## src/rtl/simmem_pkg.sv

```systemverilog
// -----------------------------------------------------------------------------
// simmem_pkg
// Shared types and default constants for the simulated-memory delay calculator.
//   - Default geometry and DRAM latency costs (row hit / row miss).
//   - slot_t: one slot-table entry at the default geometry (valid, id,
//     counter, older mask). The top module builds the same layout at its own
//     parameter widths.
// Optional feature macro: SIMMEM_ROW_HIT_EN (see simmem_delay_calculator).
// -----------------------------------------------------------------------------
package simmem_pkg;

    localparam int unsigned DefaultNumSlots     = 8;
    localparam int unsigned DefaultIdWidth      = 4;
    localparam int unsigned DefaultCounterWidth = 8;
    localparam int unsigned DefaultRowHitCost   = 2;
    localparam int unsigned DefaultRowMissCost  = 10;

    typedef struct packed {
        logic                           valid;
        logic [DefaultIdWidth-1:0]      id;
        logic [DefaultCounterWidth-1:0] counter;
        logic [DefaultNumSlots-1:0]     older;
    } slot_t;

endpackage

```

## src/rtl/simmem_prio_encoder.sv

```systemverilog
// -----------------------------------------------------------------------------
// simmem_prio_encoder
// Lowest-set-bit finder.
//   req_i    in  Width          request vector
//   onehot_o out Width          one-hot of the lowest set bit ('0 if none)
//   idx_o    out $clog2(Width)  index of the lowest set bit (0 if none)
//   any_o    out 1              at least one bit of req_i is set
// -----------------------------------------------------------------------------
module simmem_prio_encoder #(
    parameter int unsigned Width = 8
) (
    input  logic [Width-1:0]         req_i,
    output logic [Width-1:0]         onehot_o,
    output logic [$clog2(Width)-1:0] idx_o,
    output logic                     any_o
);

    localparam int unsigned IdxWidth = $clog2(Width);

    always_comb begin
        logic found;
        found    = 1'b0;
        onehot_o = '0;
        idx_o    = '0;
        for (int unsigned i = 0; i < Width; i++) begin
            if (req_i[i] && !found) begin
                found       = 1'b1;
                onehot_o[i] = 1'b1;
                idx_o       = IdxWidth'(i);
            end
        end
        any_o = found;
    end

endmodule

```

## src/rtl/simmem_delay_calculator.sv

```systemverilog
// -----------------------------------------------------------------------------
// simmem_delay_calculator
// Assigns each accepted request a simulated DRAM latency, counts it down in a
// slot table and releases one transaction ID per cycle once its latency has
// expired. Same-ID transactions release in acceptance order.
//   clk_i            in  1          clock, rising edge
//   rst_i            in  1          synchronous active-high reset
//   addr_valid_i     in  1          request valid
//   addr_ready_o     out 1          a free slot exists
//   addr_i           in  AddrWidth  request address
//   id_i             in  IDWidth    request ID
//   release_valid_o  out 1          an expired, order-eligible slot exists
//   release_ready_i  in  1          consumer takes the release
//   release_id_o     out IDWidth    released transaction ID (0 when none)
// Macro SIMMEM_ROW_HIT_EN: when defined, an open-row tracker charges
// RowHitCost on a row hit; otherwise every request costs RowMissCost.
// -----------------------------------------------------------------------------
module simmem_delay_calculator
    import simmem_pkg::*;
#(
    parameter int unsigned NumSlots     = DefaultNumSlots,
    parameter int unsigned IDWidth      = DefaultIdWidth,
    parameter int unsigned AddrWidth    = 32,
    parameter int unsigned CounterWidth = DefaultCounterWidth,
    parameter int unsigned RowLsb       = 10,
    parameter int unsigned RowHitCost   = DefaultRowHitCost,
    parameter int unsigned RowMissCost  = DefaultRowMissCost
) (
    input  logic                 clk_i,
    input  logic                 rst_i,
    input  logic                 addr_valid_i,
    output logic                 addr_ready_o,
    input  logic [AddrWidth-1:0] addr_i,
    input  logic [IDWidth-1:0]   id_i,
    output logic                 release_valid_o,
    input  logic                 release_ready_i,
    output logic [IDWidth-1:0]   release_id_o
);

    localparam int unsigned IdxWidth = $clog2(NumSlots);
    localparam logic [CounterWidth-1:0] MissDelay = CounterWidth'(RowMissCost);

    typedef struct packed {
        logic                    valid;
        logic [IDWidth-1:0]      id;
        logic [CounterWidth-1:0] counter;
        logic [NumSlots-1:0]     older;
    } slot_entry_t;

    slot_entry_t slots_q [NumSlots];
    slot_entry_t slots_d [NumSlots];

    logic [NumSlots-1:0] free_vec;
    logic [NumSlots-1:0] eligible_vec;
    logic [NumSlots-1:0] same_id_vec;
    logic [NumSlots-1:0] free_onehot;
    logic [NumSlots-1:0] rel_onehot;
    logic [NumSlots-1:0] rel_clear;
    logic [IdxWidth-1:0] unused_free_idx;
    logic [IdxWidth-1:0] rel_idx;
    logic                free_any;
    logic                rel_any;
    logic                accept;
    logic                release_fire;
    logic [CounterWidth-1:0] delay;

    always_comb begin
        free_vec     = '0;
        eligible_vec = '0;
        same_id_vec  = '0;
        for (int unsigned i = 0; i < NumSlots; i++) begin
            free_vec[i]     = !slots_q[i].valid;
            eligible_vec[i] = slots_q[i].valid && (slots_q[i].counter == '0)
                              && (slots_q[i].older == '0);
            same_id_vec[i]  = slots_q[i].valid && (slots_q[i].id == id_i);
        end
    end

    simmem_prio_encoder #(.Width(NumSlots)) u_free_sel (
        .req_i    (free_vec),
        .onehot_o (free_onehot),
        .idx_o    (unused_free_idx),
        .any_o    (free_any)
    );

    simmem_prio_encoder #(.Width(NumSlots)) u_rel_sel (
        .req_i    (eligible_vec),
        .onehot_o (rel_onehot),
        .idx_o    (rel_idx),
        .any_o    (rel_any)
    );

    // Outputs are forced low while reset is asserted, even if stale slots
    // are still held in the registers during that cycle.
    assign addr_ready_o    = free_any && !rst_i;
    assign release_valid_o = rel_any && !rst_i;
    assign release_id_o    = release_valid_o ? slots_q[rel_idx].id : '0;

    assign accept       = addr_valid_i && addr_ready_o;
    assign release_fire = release_valid_o && release_ready_i;
    assign rel_clear    = release_fire ? rel_onehot : '0;

`ifdef SIMMEM_ROW_HIT_EN
    localparam int unsigned RowWidth = AddrWidth - RowLsb;
    localparam logic [CounterWidth-1:0] HitDelay = CounterWidth'(RowHitCost);

    logic [RowWidth-1:0] open_row_q, open_row_d;
    logic                open_valid_q, open_valid_d;
    logic [RowWidth-1:0] req_row;

    assign req_row = addr_i[AddrWidth-1:RowLsb];
    assign delay   = (open_valid_q && (req_row == open_row_q)) ? HitDelay : MissDelay;

    always_comb begin
        open_row_d   = open_row_q;
        open_valid_d = open_valid_q;
        if (accept) begin
            open_row_d   = req_row;
            open_valid_d = 1'b1;
        end
    end

    always_ff @(posedge clk_i) begin
        if (rst_i) begin
            open_row_q   <= '0;
            open_valid_q <= 1'b0;
        end else begin
            open_row_q   <= open_row_d;
            open_valid_q <= open_valid_d;
        end
    end
`else
    logic unused_addr;
    assign unused_addr = ^addr_i;
    assign delay       = MissDelay;
`endif

    // Slot update order: decrement, then release clears, then accept
    // overwrites the target slot. A slot released this edge is not free to
    // the encoder yet, so accept never targets it in the same cycle.
    always_comb begin
        for (int unsigned i = 0; i < NumSlots; i++) begin
            slots_d[i] = slots_q[i];
            if (slots_q[i].valid && (slots_q[i].counter != '0)) begin
                slots_d[i].counter = slots_q[i].counter - 1'b1;
            end
            slots_d[i].older = slots_q[i].older & ~rel_clear;
            if (rel_clear[i]) begin
                slots_d[i].valid = 1'b0;
            end
            if (accept && free_onehot[i]) begin
                slots_d[i].valid   = 1'b1;
                slots_d[i].id      = id_i;
                slots_d[i].counter = delay;
                slots_d[i].older   = same_id_vec & ~rel_clear;
            end
        end
    end

    always_ff @(posedge clk_i) begin
        if (rst_i) begin
            for (int unsigned i = 0; i < NumSlots; i++) begin
                slots_q[i] <= '0;
            end
        end else begin
            slots_q <= slots_d;
        end
    end

endmodule

```

## config.mk

```make
export PLATFORM = sky130hd
export DESIGN_NAME = simmem_delay_calculator
export DESIGN_NICKNAME = d
export VERILOG_FILES = /design/src/rtl/simmem_pkg.sv /design/src/rtl/simmem_prio_encoder.sv /design/src/rtl/simmem_delay_calculator.sv
export SDC_FILE = /design/constraint.sdc
export NUM_CORES = 1
export LEC_CHECK = 0
export BUFFER_PORTS_ARGS = -buffer_cell sky130_fd_sc_hd__buf_2
export CORE_ASPECT_RATIO = 0.5
export CORE_MARGIN = 2
export CORE_UTILIZATION = 45
export CTS_CLUSTER_DIAMETER = 150
export DETAILED_ROUTE_END_ITERATION = 10
export MAX_ROUTING_LAYER = met4
export PLACE_DENSITY_LB_ADDON = 0.25
export REMOVE_ABC_BUFFERS = 1
export SYNTH_ARGS = -nofsm -noshare
export SYNTH_HDL_FRONTEND = slang
export SYNTH_SLANG_ARGS = --single-unit
```

## constraint.sdc

```tcl
create_clock -name clk_i -period 2.9 [get_ports clk_i]
set_input_delay 0.145 -clock clk_i [delete_from_list [all_inputs] [get_ports clk_i]]
set_output_delay 0.145 -clock clk_i [all_outputs]
set_load 0.01 [all_outputs]
```

==> results of run 1 <==
## per-stage QoR
stage                     power [µW]  utilization [%]  cell area [µm²]  setup WS (ns)
after floorplan                 2790                -             7550         -0.672
after detailed placement        3000             49.6             8200        -0.0205
after CTS                       5190             53.6             8880         -0.335
after global placement          2980             49.6             8200         0.0648
final                           5160             53.8             8910         -0.320
after global routing            5360             53.8             8910         -0.459
## Yosys cell counts (2+ instances only)
cell type                  number
sky130_fd_sc_hd__o22ai_1       11
sky130_fd_sc_hd__nor4_1        16
sky130_fd_sc_hd__or4b_1         2
sky130_fd_sc_hd__a222oi_1       7
sky130_fd_sc_hd__or3_1         26
sky130_fd_sc_hd__o31ai_1       14
sky130_fd_sc_hd__nor4b_1        8
sky130_fd_sc_hd__xor2_1        32
sky130_fd_sc_hd__o21ai_1        5
sky130_fd_sc_hd__nand3_1       16
sky130_fd_sc_hd__nand3b_1      11
sky130_fd_sc_hd__clkbuf_1      33
sky130_fd_sc_hd__nor2_1       108
sky130_fd_sc_hd__o21ai_0       31
sky130_fd_sc_hd__nor3_2         3
sky130_fd_sc_hd__and2_1         2
sky130_fd_sc_hd__o21bai_1       4
sky130_fd_sc_hd__nand2b_1      11
sky130_fd_sc_hd__a21o_1         7
sky130_fd_sc_hd__dfxtp_1      168
sky130_fd_sc_hd__a31o_1         4
sky130_fd_sc_hd__a21oi_1       71
sky130_fd_sc_hd__buf_1          2
sky130_fd_sc_hd__xnor2_1       30
sky130_fd_sc_hd__buf_2          2
sky130_fd_sc_hd__nand4_1        7
sky130_fd_sc_hd__or4_1          9
sky130_fd_sc_hd__nand4b_1       2
sky130_fd_sc_hd__mux2i_1       19
sky130_fd_sc_hd__ha_1          14
sky130_fd_sc_hd__inv_1         58
sky130_fd_sc_hd__a21boi_1       2
sky130_fd_sc_hd__a31o_2         3
sky130_fd_sc_hd__or2_2          4
sky130_fd_sc_hd__nor3_1        24
sky130_fd_sc_hd__nand2_1      150
## repair_timing
item / CTS / global route
setup buffers: 3 / 2
hold buffers: 0 / 0
hold endpoints to repair: 0 / 0
gates resized for setup: 24 / 3
setup endpoints to repair: 5 / 5
pin swaps: 14 / 0
## power by group
| part | internal, µW | switching [µW] |
|---|---|---|
| sequential | 2360 | 49.3 |
| combinational | 215 | 347 |
| clock | 1140 | 1060 |
## area by class of cell
cell class | count | area share, %
Sequential cell | 168 | 37.8
Tap cell | 227 | 3.19
Clock buffer | 17 | 4.78
Timing Repair Buffer | 55 | 4.41
Multi-Input combinational cell | 674 | 45.9
Clock inverter | 14 | 1.50
Inverter | 58 | 2.44
## logic make-up (layout without fill, tap and decap cells)
| logic type | count (synthesis) | after routing |
|---|---|---|
| and+or+nand+nor | 409 | 409 |
| AOI/OAI and AO/OA | 170 | 170 |
| DFF | 168 | 168 |
| buffers and inverters | 95 | 144 |
| xor gates and xnor gates | 62 | 62 |
| muxes | 19 | 19 |
| adders and majority gates | 14 | 14 |
## layer usage
| layer | track usage (%) | up-vias | wire length (µm) |
|---|---|---|---|
| li1 | - | 3288 | - |
| met3 | 3.47 | 15 | 913 |
| met2 | 36.5 | 145 | 8810 |
| met1 | 31.2 | 3109 | 9580 |
| met5 | - | - | 0 |
| met4 | 5.79 | 0 | 173 |
## worst max-delay path: cells and delay by family (launching register included)
kind | cells | cell delay [ns]
simple gates | 2 | 0.65
fa+ha+maj | 1 | 0.13
flops | 1 | 0.33
buf+inv | 2 | 0.21
compound gates | 6 | 1.33
## how the worst max path moves through the flow
stage	start	end	slack (ns)	cells after the start
2_1_floorplan	slots_q[146]	slots_q[10]	-0.67	7
3_3_place_gp	slots_q[8]	release_id_o[2]	0.06	12
3_5_place_dp	slots_q[8]	release_id_o[1]	-0.02	12
4_1_cts	slots_q[69]	release_id_o[2]	-0.34	10
5_1_grt	slots_q[8]	release_id_o[3]	-0.46	11
6_report	slots_q[8]	release_id_o[3]	-0.32	11
==> results.txt, run 1 <==
----------------------------------------------------
[Run status]
  Run status ... complete, but fails checks
  Failing checks ... setup timing

[Floorplanning]
  Row count ... 33
  Overall die width ... about 190 µm
  Die H ... 96.5 µm
  Number of primary I/O pins ... 46
  Die Area ... 18200 µm²
  Area of the core ... 16600 µm²
  Initial Utilization ... 46.5%

[Setup path]
  Cell count of the worst reg-to-reg path ... 8
  Capture point of the worst reg-to-reg path ... slots_q[42]
  Cell with the largest stage delay on the worst path ... sky130_fd_sc_hd__or4b_4
  Worst reg2reg startpoint ... slots_q[125]
  Critical Path Source Type ... register
  WP data arrival ... 3.07 ns
  Data required time of the worst path ... 2.76 ns
  Largest stage delay on the critical path ... about 0.48 ns
  Critical path, cell by cell ... inv_2 -> ha_4 -> or4b_4 -> nand2b_4 -> a2111oi_4 -> o21ai_4 -> a21o_1 -> a21oi_1 -> o22ai_1 -> a31o_1 -> buf_2
  Max Fanout on Critical Path ... 5
  Worst reg-to-reg setup slack ... 0.32 ns
  Crit Path Class ... reg2out
  Crit. End Element ... output pin

[CTS]
  Deepest level of the CTS H-tree ... 4
  TritonCTS clock tree ... done
  CTS clock-pin slew for the worst setup and hold paths ... ~0.070 ns
  Clk root buf ... sky130_fd_sc_hd__clkbuf_16
  TritonCTS buffer count ... 17
  Max clock buf depth ... 2
  Clock net sink count ... 168
  Latest clock arrival within the worst-skew pair ... 0.44 ns

[Timing]
  Worst clock skew on the final layout ... 0.0104 ns
  Setup slack after layout ... -0.320 ns
  Slew of the pin with the lowest slew margin ... approximately 0.94 ns
  Tcrit/Tclk final ... 111%
  Total Negative Setup Slacks ... -1.22 ns
  RSZ-0062 raised after global routing ... true
  Final critical delay including setup and external delays ... 3.22 ns
  Count of final setup violators ... 4
  Max-slew violation total from the final report ... 0
  Timing-limited maximum frequency ... slightly above 300 MHz
  Max-slew headroom ... 37.1%
  Worst hold-check slack ... 0.128 ns
  Final hold violation count ... 0

[Global route]
  Global-route wire length before repair ... 31.8 mm
  Pin count of the biggest net entering global routing ... 73
  Combined global-route utilization of all metal layers ... between 20% and 30%
  Number of antenna violations at the first check in global routing ... 0
  Vias in the first global route ... 6162
  Total congestion overflow after global routing ... 0

[Layout]
  Commonest cells after routing, fill and taps aside ... sky130_fd_sc_hd__dfxtp_1 (166), sky130_fd_sc_hd__nand2_1 (150), sky130_fd_sc_hd__nor2_1 (106)
  Fraction of layout cells with a size suffix above 1 ... between 10% and 20%
  Multi-input gate area in the final layout ... 4090 µm²
  Top register by number of flip-flops ... slots_q
  P&R area growth vs syn ... 15.8%
  Fillers ... 1510
  Number of diodes ... 0
  Most common cell after layout, fill and taps aside ... sky130_fd_sc_hd__dfxtp_1
  Post-Layout Cell Count ... 1213
  Seq. cell area ... 3370 µm²
  Flip-flop count of the largest register, all copies and words added ... 168
  Number of nets in the layout ... 1028
  Top flop regs ... slots_q (168)

[Synth]
  Cell taking the most area after synthesis ... sky130_fd_sc_hd__dfxtp_1
  Post-synth cell types ... 57
  Post-synthesis async set-or-reset flop share ... 0%
  Instance count of the mapped netlist ... 937
  Top cells by area in the synthesized netlist ... sky130_fd_sc_hd__dfxtp_1 (44%), sky130_fd_sc_hd__nand2_1 (7.3%), sky130_fd_sc_hd__nor2_1 (5.3%)
  Synthesized-area fraction occupied by adder cells ... 2.28%
  Combinational family with the most area after synthesis ... simple AND/OR/NAND/NOR gates
  Number of enable flip-flop cells after synthesis ... 0
  Fraction of synthesized cell area in xor and xnor cells ... between 7 and 8%
  Summed instance area of the synthesized netlist ... 7690 µm²
  Simple-gate portion of the synthesized area ... 25.9%
  Sequential share of the synthesized area ... 43.7%
  Multiplexer share of the synthesized area ... 2.47%
  Fraction of post-synthesis cell area in the top cell type by area ... 43.7%
  Area fraction in compound gates after synthesis ... 13.9%
  Number of warnings issued by yosys ... 0
  Count of state elements after synthesis ... 168
  Post-Syn Area per Cell ... 8.21 µm²
  Flip-flop cell with the highest count after synthesis ... sky130_fd_sc_hd__dfxtp_1

[Detailed routing]
  Iteration-0 DRC count of the detailed router ... 513
  Number of detailed-route iterations in the first pass ... 5
  Sum of routed wire length over all layers ... 19.5 mm
  Final routed wire length divided by cell count ... 16.1 µm
  Antenna Nets Post-Route ... 0
  Vias ... around 6.6k
  Post-route DRC ... 0
  Vias per std cell ... 5.41

[Power]
  Leakage power total ... between 0.003 and 0.004 µW
  Cell area power density ... 579 nW/µm²
  IR Drop Worst-Case VDD ... 403 µV

[Placed design]
  Detailed placer's ending HPWL ... roughly 14 mm
  Weighted congestion reported at the end of routability-driven placement ... roughly 0.9
  Placed insts ... between 1k and 1.5k
  Buffers on Ports ... 13

[Worst hold path]
  Hold path startpoint ... id_i[0]
  Hold Path Sink ... slots_q[142]
  Number of cells traversed by the worst hold path ... 3
  Hold/Removal Path Class ... in2reg

[Flow run]
  Max-cap violations ... 0

----------------------------------------------------
Power figures use the tool's default switching activity.
==> inputs of run 2 (changes only) <==
- SKIP_CTS_REPAIR_TIMING: not set -> 1
==> results.txt, run 2 (same netlist as run 1, synthesis figures left out) <==
----------------------------------------------------
[Layout]
  Top register by number of flip-flops ... slots_q
  Most common cell after layout, fill and taps aside ... sky130_fd_sc_hd__dfxtp_1
  P&R area growth vs syn ... 15.7%
  Fillers ... 1519
  Fraction of layout cells with a size suffix above 1 ... 13.1%
  Number of diodes ... 0
  Number of nets in the layout ... 1025
  Flip-flop count of the largest register, all copies and words added ... 168
  Top flop regs ... slots_q (168)
  Commonest cells after routing, fill and taps aside ... sky130_fd_sc_hd__dfxtp_1 (166), sky130_fd_sc_hd__nand2_1 (150), sky130_fd_sc_hd__nor2_1 (106)
  Post-Layout Cell Count ... 1210

[Detailed routing]
  Post-route DRC ... 0
  Vias ... 6555
  Final routed wire length divided by cell count ... 16.1 µm
  Number of detailed-route iterations in the first pass ... 5
  Antenna Nets Post-Route ... 0
  Sum of routed wire length over all layers ... roughly 19 mm
  Iteration-0 DRC count of the detailed router ... 557
  Vias per std cell ... 5.42

[Timing]
  Final hold violation count ... 0
  Tcrit/Tclk final ... 113%
  Worst clock skew on the final layout ... a little over 0.009 ns
  Final critical delay including setup and external delays ... between 3 and 4 ns
  Slew of the pin with the lowest slew margin ... 0.945 ns
  RSZ-0062 raised after global routing ... true
  Setup slack after layout ... -0.370 ns
  Timing-limited maximum frequency ... 306 MHz
  Max-slew violation total from the final report ... 0
  Count of final setup violators ... 4
  Worst hold-check slack ... 0.130 ns
  Max-slew headroom ... 36.8%

[Run status]
  Failing checks ... setup timing
  Run status ... complete, but fails checks

[Global route]
  Global-route wire length before repair ... between 30 and 40 mm
  Grt met1 use ... 31.0%
  Met3 track utilization from global routing ... 3.83%
  Total congestion overflow after global routing ... 0
  Combined global-route utilization of all metal layers ... 22.8%
  Met2 layer usage reported by global route ... 35.6%
  Global routing's busiest layer ... met2
  Vias in the first global route ... 6093
  Pin count of the biggest net entering global routing ... 73
  Number of antenna violations at the first check in global routing ... 0

[CTS]
  Deepest level of the CTS H-tree ... 4
  Max clock buf depth ... 2
  Latest clock arrival within the worst-skew pair ... approximately 0.43 ns
  Clk root buf ... sky130_fd_sc_hd__clkbuf_16
  CTS clock-pin slew for the worst setup and hold paths ... roughly 0.070 ns
  TritonCTS buffer count ... 17
  Clock net sink count ... 168
  TritonCTS clock tree ... done

[Setup path]
  Data required time of the worst path ... 2.76 ns
  Critical Path Source Type ... register
  Crit Path Class ... reg2out
  Crit. End Element ... output pin
  Max Fanout on Critical Path ... 7
  WP data arrival ... ~3.1 ns

[Placed design]
  Placed insts ... approximately 1.2k
  Detailed placer's ending HPWL ... approximately 14 mm
  Weighted congestion reported at the end of routability-driven placement ... between 0.8 and 0.9
  Setup Slack @ Placement ... -0.0205 ns
  Buffers on Ports ... 13

[Floorplanning]
  Die Area ... 18200 µm²
  Overall die width ... 189 µm
  Area of the core ... 16600 µm²
  Die H ... 96.5 µm
  Number of primary I/O pins ... 46
  Initial Utilization ... 46.5%
  Row count ... 33

[Power]
  Cell area power density ... 581 nW/µm²
  Leakage power total ... approximately 0.0033 µW
  IR Drop Worst-Case VDD ... 402 µV

[Worst hold path]
  Hold/Removal Path Class ... in2reg

[Flow run]
  Max-cap violations ... 0

----------------------------------------------------
run 2: changes by cell type in the layout (fill, tap and decap cells not counted):
| cell | delta |
|---|---|
| sky130_fd_sc_hd__buf_4 | -3 |
| sky130_fd_sc_hd__nor2_2 | -1 |
| sky130_fd_sc_hd__nor2_4 | +1 |
| sky130_fd_sc_hd__o21a_1 | -1 |
| sky130_fd_sc_hd__o21a_4 | +1 |
| sky130_fd_sc_hd__o22ai_1 | -1 |
| sky130_fd_sc_hd__o22ai_2 | +1 |
run 2: layout make-up:
cell class / count / area [µm²] / area share [%]
tap: 227 / 284 / 3.19
clock inverter: 14 / 134 / 1.50
multi-input combinational: 674 / 4110 / 46.1
sequential: 168 / 3370 / 37.8
clock buffer: 17 / 425 / 4.78
inverter: 58 / 218 / 2.44
timing repair buffer: 52 / 370 / 4.16
run 2: stage by stage:
| step | power, µW | util [%] | setup TNS [ns] | cell area, µm² |
|---|---|---|---|---|
| global placement | 2980 | 49.6 | 0 | 8200 |
| finish | 5180 | 53.8 | -1.35 | 8900 |
| CTS | 5180 | 52.9 | -2.00 | 8760 |
| floorplan | 2790 | - | -13.05 | 7550 |
| global route | 5380 | 53.8 | -1.82 | 8900 |
| detailed placement | 3000 | 49.6 | -0.0377 | 8200 |
run 2: worst paths after layout:
kind | startpoint | to | slack, ns | cells after the start
worst max register to register | slots_q[125] | slots_q[129] | 0.30 | 8
worst min-delay path | id_i[0] | slots_q[142] | 0.13 | 3
worst min register to register | slots_q[27] | slots_q[27] | 0.42 | 2
worst max-delay path | slots_q[8] | release_id_o[0] | -0.37 | 12
run 2: metal layers:
layer | part of all wire, % | up-vias
met5 | 0 | -
met4 | 0.73 | 0
met3 | 5.7 | 15
li1 | - | 3278
met2 | 45 | 173
met1 | 49 | 3089
run 2: power breakdown:
group / internal, µW / switching [µW]
combinational: 221 / 354
clock: 1140 / 1060
sequential: 2360 / 49.5
total: 3720 / 1460
run 2: worst max-delay path: stages (launching register included):
cell                       delay [ns]
sky130_fd_sc_hd__dfxtp_2         0.33
sky130_fd_sc_hd__inv_2           0.08
sky130_fd_sc_hd__ha_4            0.12
sky130_fd_sc_hd__or4b_4          0.47
sky130_fd_sc_hd__nand4b_4        0.21
sky130_fd_sc_hd__a211oi_4        0.27
sky130_fd_sc_hd__o21bai_1        0.11
sky130_fd_sc_hd__a21o_1          0.22
sky130_fd_sc_hd__a21o_4          0.25
sky130_fd_sc_hd__a21boi_2        0.16
sky130_fd_sc_hd__o21ai_0         0.19
sky130_fd_sc_hd__a31o_1          0.17
sky130_fd_sc_hd__buf_2           0.12
==> inputs of run 3 (changes only) <==
- CTS_BUF_LIST: not set -> sky130_fd_sc_hd__clkbuf_4 sky130_fd_sc_hd__clkbuf_8
==> results.txt, run 3 (same netlist as run 1, synthesis figures left out) <==
----------------------------------------------------
[Timing]
  Count of final setup violators ... 4
  Timing-limited maximum frequency ... between 300 and 400 MHz
  Worst hold-check slack ... 0.0858 ns
  Final critical delay including setup and external delays ... between 3 and 4 ns
  Slew of the pin with the lowest slew margin ... 0.936 ns
  Worst clock skew on the final layout ... 0.0112 ns
  Setup slack after layout ... -0.413 ns
  RSZ-0062 raised after global routing ... true
  Max-slew violation total from the final report ... 0
  Max-slew headroom ... 37.4%
  Final hold violation count ... 0
  Tcrit/Tclk final ... 114%

[Setup path]
  Top Family by Delay on Critical Path ... compound AO/OA/AOI/OAI gates
  Largest stage delay on the critical path ... 0.47 ns
  Cell with the largest stage delay on the worst path ... sky130_fd_sc_hd__or4b_4
  Data required time of the worst path ... 2.76 ns
  Max Fanout on Critical Path ... 7
  WP data arrival ... 3.17 ns
  Crit Path Class ... reg2out
  Critical path, cell by cell ... inv_2 -> ha_4 -> or4b_4 -> nand4b_4 -> a211oi_4 -> o21bai_1 -> a21o_1 -> a21o_4 -> a21boi_2 -> o21ai_0 -> a31o_1 -> buf_2
  Critical Path Source Type ... register
  WP buf/inv ... 2
  Crit. End Element ... output pin

[CTS]
  Latest clock arrival within the worst-skew pair ... approximately 0.47 ns
  TritonCTS buffer count ... 17
  Clk root buf ... sky130_fd_sc_hd__clkbuf_8
  TritonCTS clock tree ... done
  CTS clock-pin slew for the worst setup and hold paths ... 0.10 ns
  Max clock buf depth ... 2
  Clock net sink count ... ~170
  Deepest level of the CTS H-tree ... 4

[Floorplanning]
  Area of the core ... 16600 µm²
  Die H ... 96.5 µm
  Number of primary I/O pins ... 46
  Initial Utilization ... 46.5%
  Die Area ... 18200 µm²
  Row count ... 33
  Overall die width ... between 150 and 200 µm

[Placed design]
  Placed insts ... 1177
  Weighted congestion reported at the end of routability-driven placement ... around 0.90
  Buffers on Ports ... 13
  Instance area at placement ... 8200 µm²
  Detailed placer's ending HPWL ... 13.7 mm

[Layout]
  Most common cell after layout, fill and taps aside ... sky130_fd_sc_hd__dfxtp_1
  Commonest cells after routing, fill and taps aside ... sky130_fd_sc_hd__dfxtp_1 (166), sky130_fd_sc_hd__nand2_1 (150), sky130_fd_sc_hd__nor2_1 (106)
  Utilization after layout ... between 50% and 60%
  Final instance area ... around 8700 µm²
  Fillers ... 1549
  Number of nets in the layout ... 1026
  Top register by number of flip-flops ... slots_q
  P&R area growth vs syn ... 13.3%
  Fraction of layout cells with a size suffix above 1 ... 13.2%
  Top flop regs ... slots_q (168)
  Post-Layout Cell Count ... ~1.2k
  Number of diodes ... 0
  Flip-flop count of the largest register, all copies and words added ... 168

[Detailed routing]
  Number of detailed-route iterations in the first pass ... 6
  Antenna Nets Post-Route ... 0
  Iteration-0 DRC count of the detailed router ... about 520
  Post-route DRC ... 0
  Vias ... 6564
  Final routed wire length divided by cell count ... 16.0 µm
  Sum of routed wire length over all layers ... 19.4 mm
  Vias per std cell ... 5.42

[Global route]
  Combined global-route utilization of all metal layers ... 22.8%
  Vias in the first global route ... 6104
  Pin count of the biggest net entering global routing ... 73
  Number of antenna violations at the first check in global routing ... 0
  Total congestion overflow after global routing ... 0
  Global-route wire length before repair ... between 30 and 40 mm

[Power]
  Switching power ... 1400 µW
  Share of total power in sequential cells ... between 50% and 60%
  Clock share of power ... around 35%
  Leakage power total ... 0.00323 µW
  Proportion of total power due to net switching ... between 30% and 40%
  Cell area power density ... 529 nW/µm²
  Part of the total power dissipated in combinational logic ... 12.5%
  IR Drop Worst-Case VDD ... 258 µV
  Internal power summed over all cells ... 3210 µW

[Run status]
  Run status ... complete, but fails checks
  Failing checks ... setup timing

[Worst hold path]
  Hold/Removal Path Class ... in2reg

[Flow run]
  Max-cap violations ... 0

----------------------------------------------------
==> run 3: cell type report <==
| type | count | area [µm²] | area share, % |
|---|---|---|---|
| clock buffers | 17 | 234 | 2.68 |
| multi-input cells | 674 | 4110 | 47.1 |
| inverters | 58 | 218 | 2.50 |
| clock inverters | 14 | 134 | 1.54 |
| flip-flops and latches | 168 | 3370 | 38.6 |
| well taps | 227 | 284 | 3.26 |
| repair buffers | 53 | 378 | 4.33 |
==> run 3: routing by layer <==
metal | routed length (µm) | global-route usage (%) | vias to the layer above | share of wire [%]
li1 | - | - | 3272 | -
met1 | 9620 | 31.0 | 3117 | 50
met2 | 8540 | 35.4 | 160 | 44
met3 | 1060 | 4.30 | 15 | 5.5
met4 | 146 | 5.66 | 0 | 0.75
met5 | 0 | - | - | 0
==> run 3: tightest hold or removal path, stage by stage <==
cell,delay (ns)
sky130_fd_sc_hd__buf_2,0.23
sky130_fd_sc_hd__nand2_1,0.10
sky130_fd_sc_hd__nand2_1,0.05
==> run 3: through the flow <==
| stage | TNS, ns | power, µW | worst slack [ns] |
|---|---|---|---|
| 4_1_cts | -2.31 | 4610 | -0.554 |
| 6_report | -1.53 | 4610 | -0.413 |
| 3_5_place_dp | -0.0377 | 3000 | -0.0205 |
| 5_1_grt | -2.15 | 4810 | -0.521 |
| 2_1_floorplan | -13.05 | 2790 | -0.672 |
| 3_3_place_gp | 0 | 2980 | 0.0648 |
==> run 3: power by group through the flow <==
stage / Clock, µW / Combinational (µW) / Sequential [µW]
floorplan: 0 / 342 / 2440
CTS: 1660 / 545 / 2400
global route: 1770 / 631 / 2410
global placement: 0 / 529 / 2450
detailed placement: 0 / 541 / 2450
finish: 1640 / 575 / 2400
==> run 3: path summary, 6_finish.rpt <==
kind	startpoint	end	slack, ns	depth (start not counted)
worst max-delay path	slots_q[8]	release_id_o[0]	-0.41	12
worst min-delay path	id_i[0]	slots_q[100]	0.09	3
worst max register to register	slots_q[125]	slots_q[129]	0.28	8
worst min register to register	slots_q[107]	slots_q[107]	0.43	2
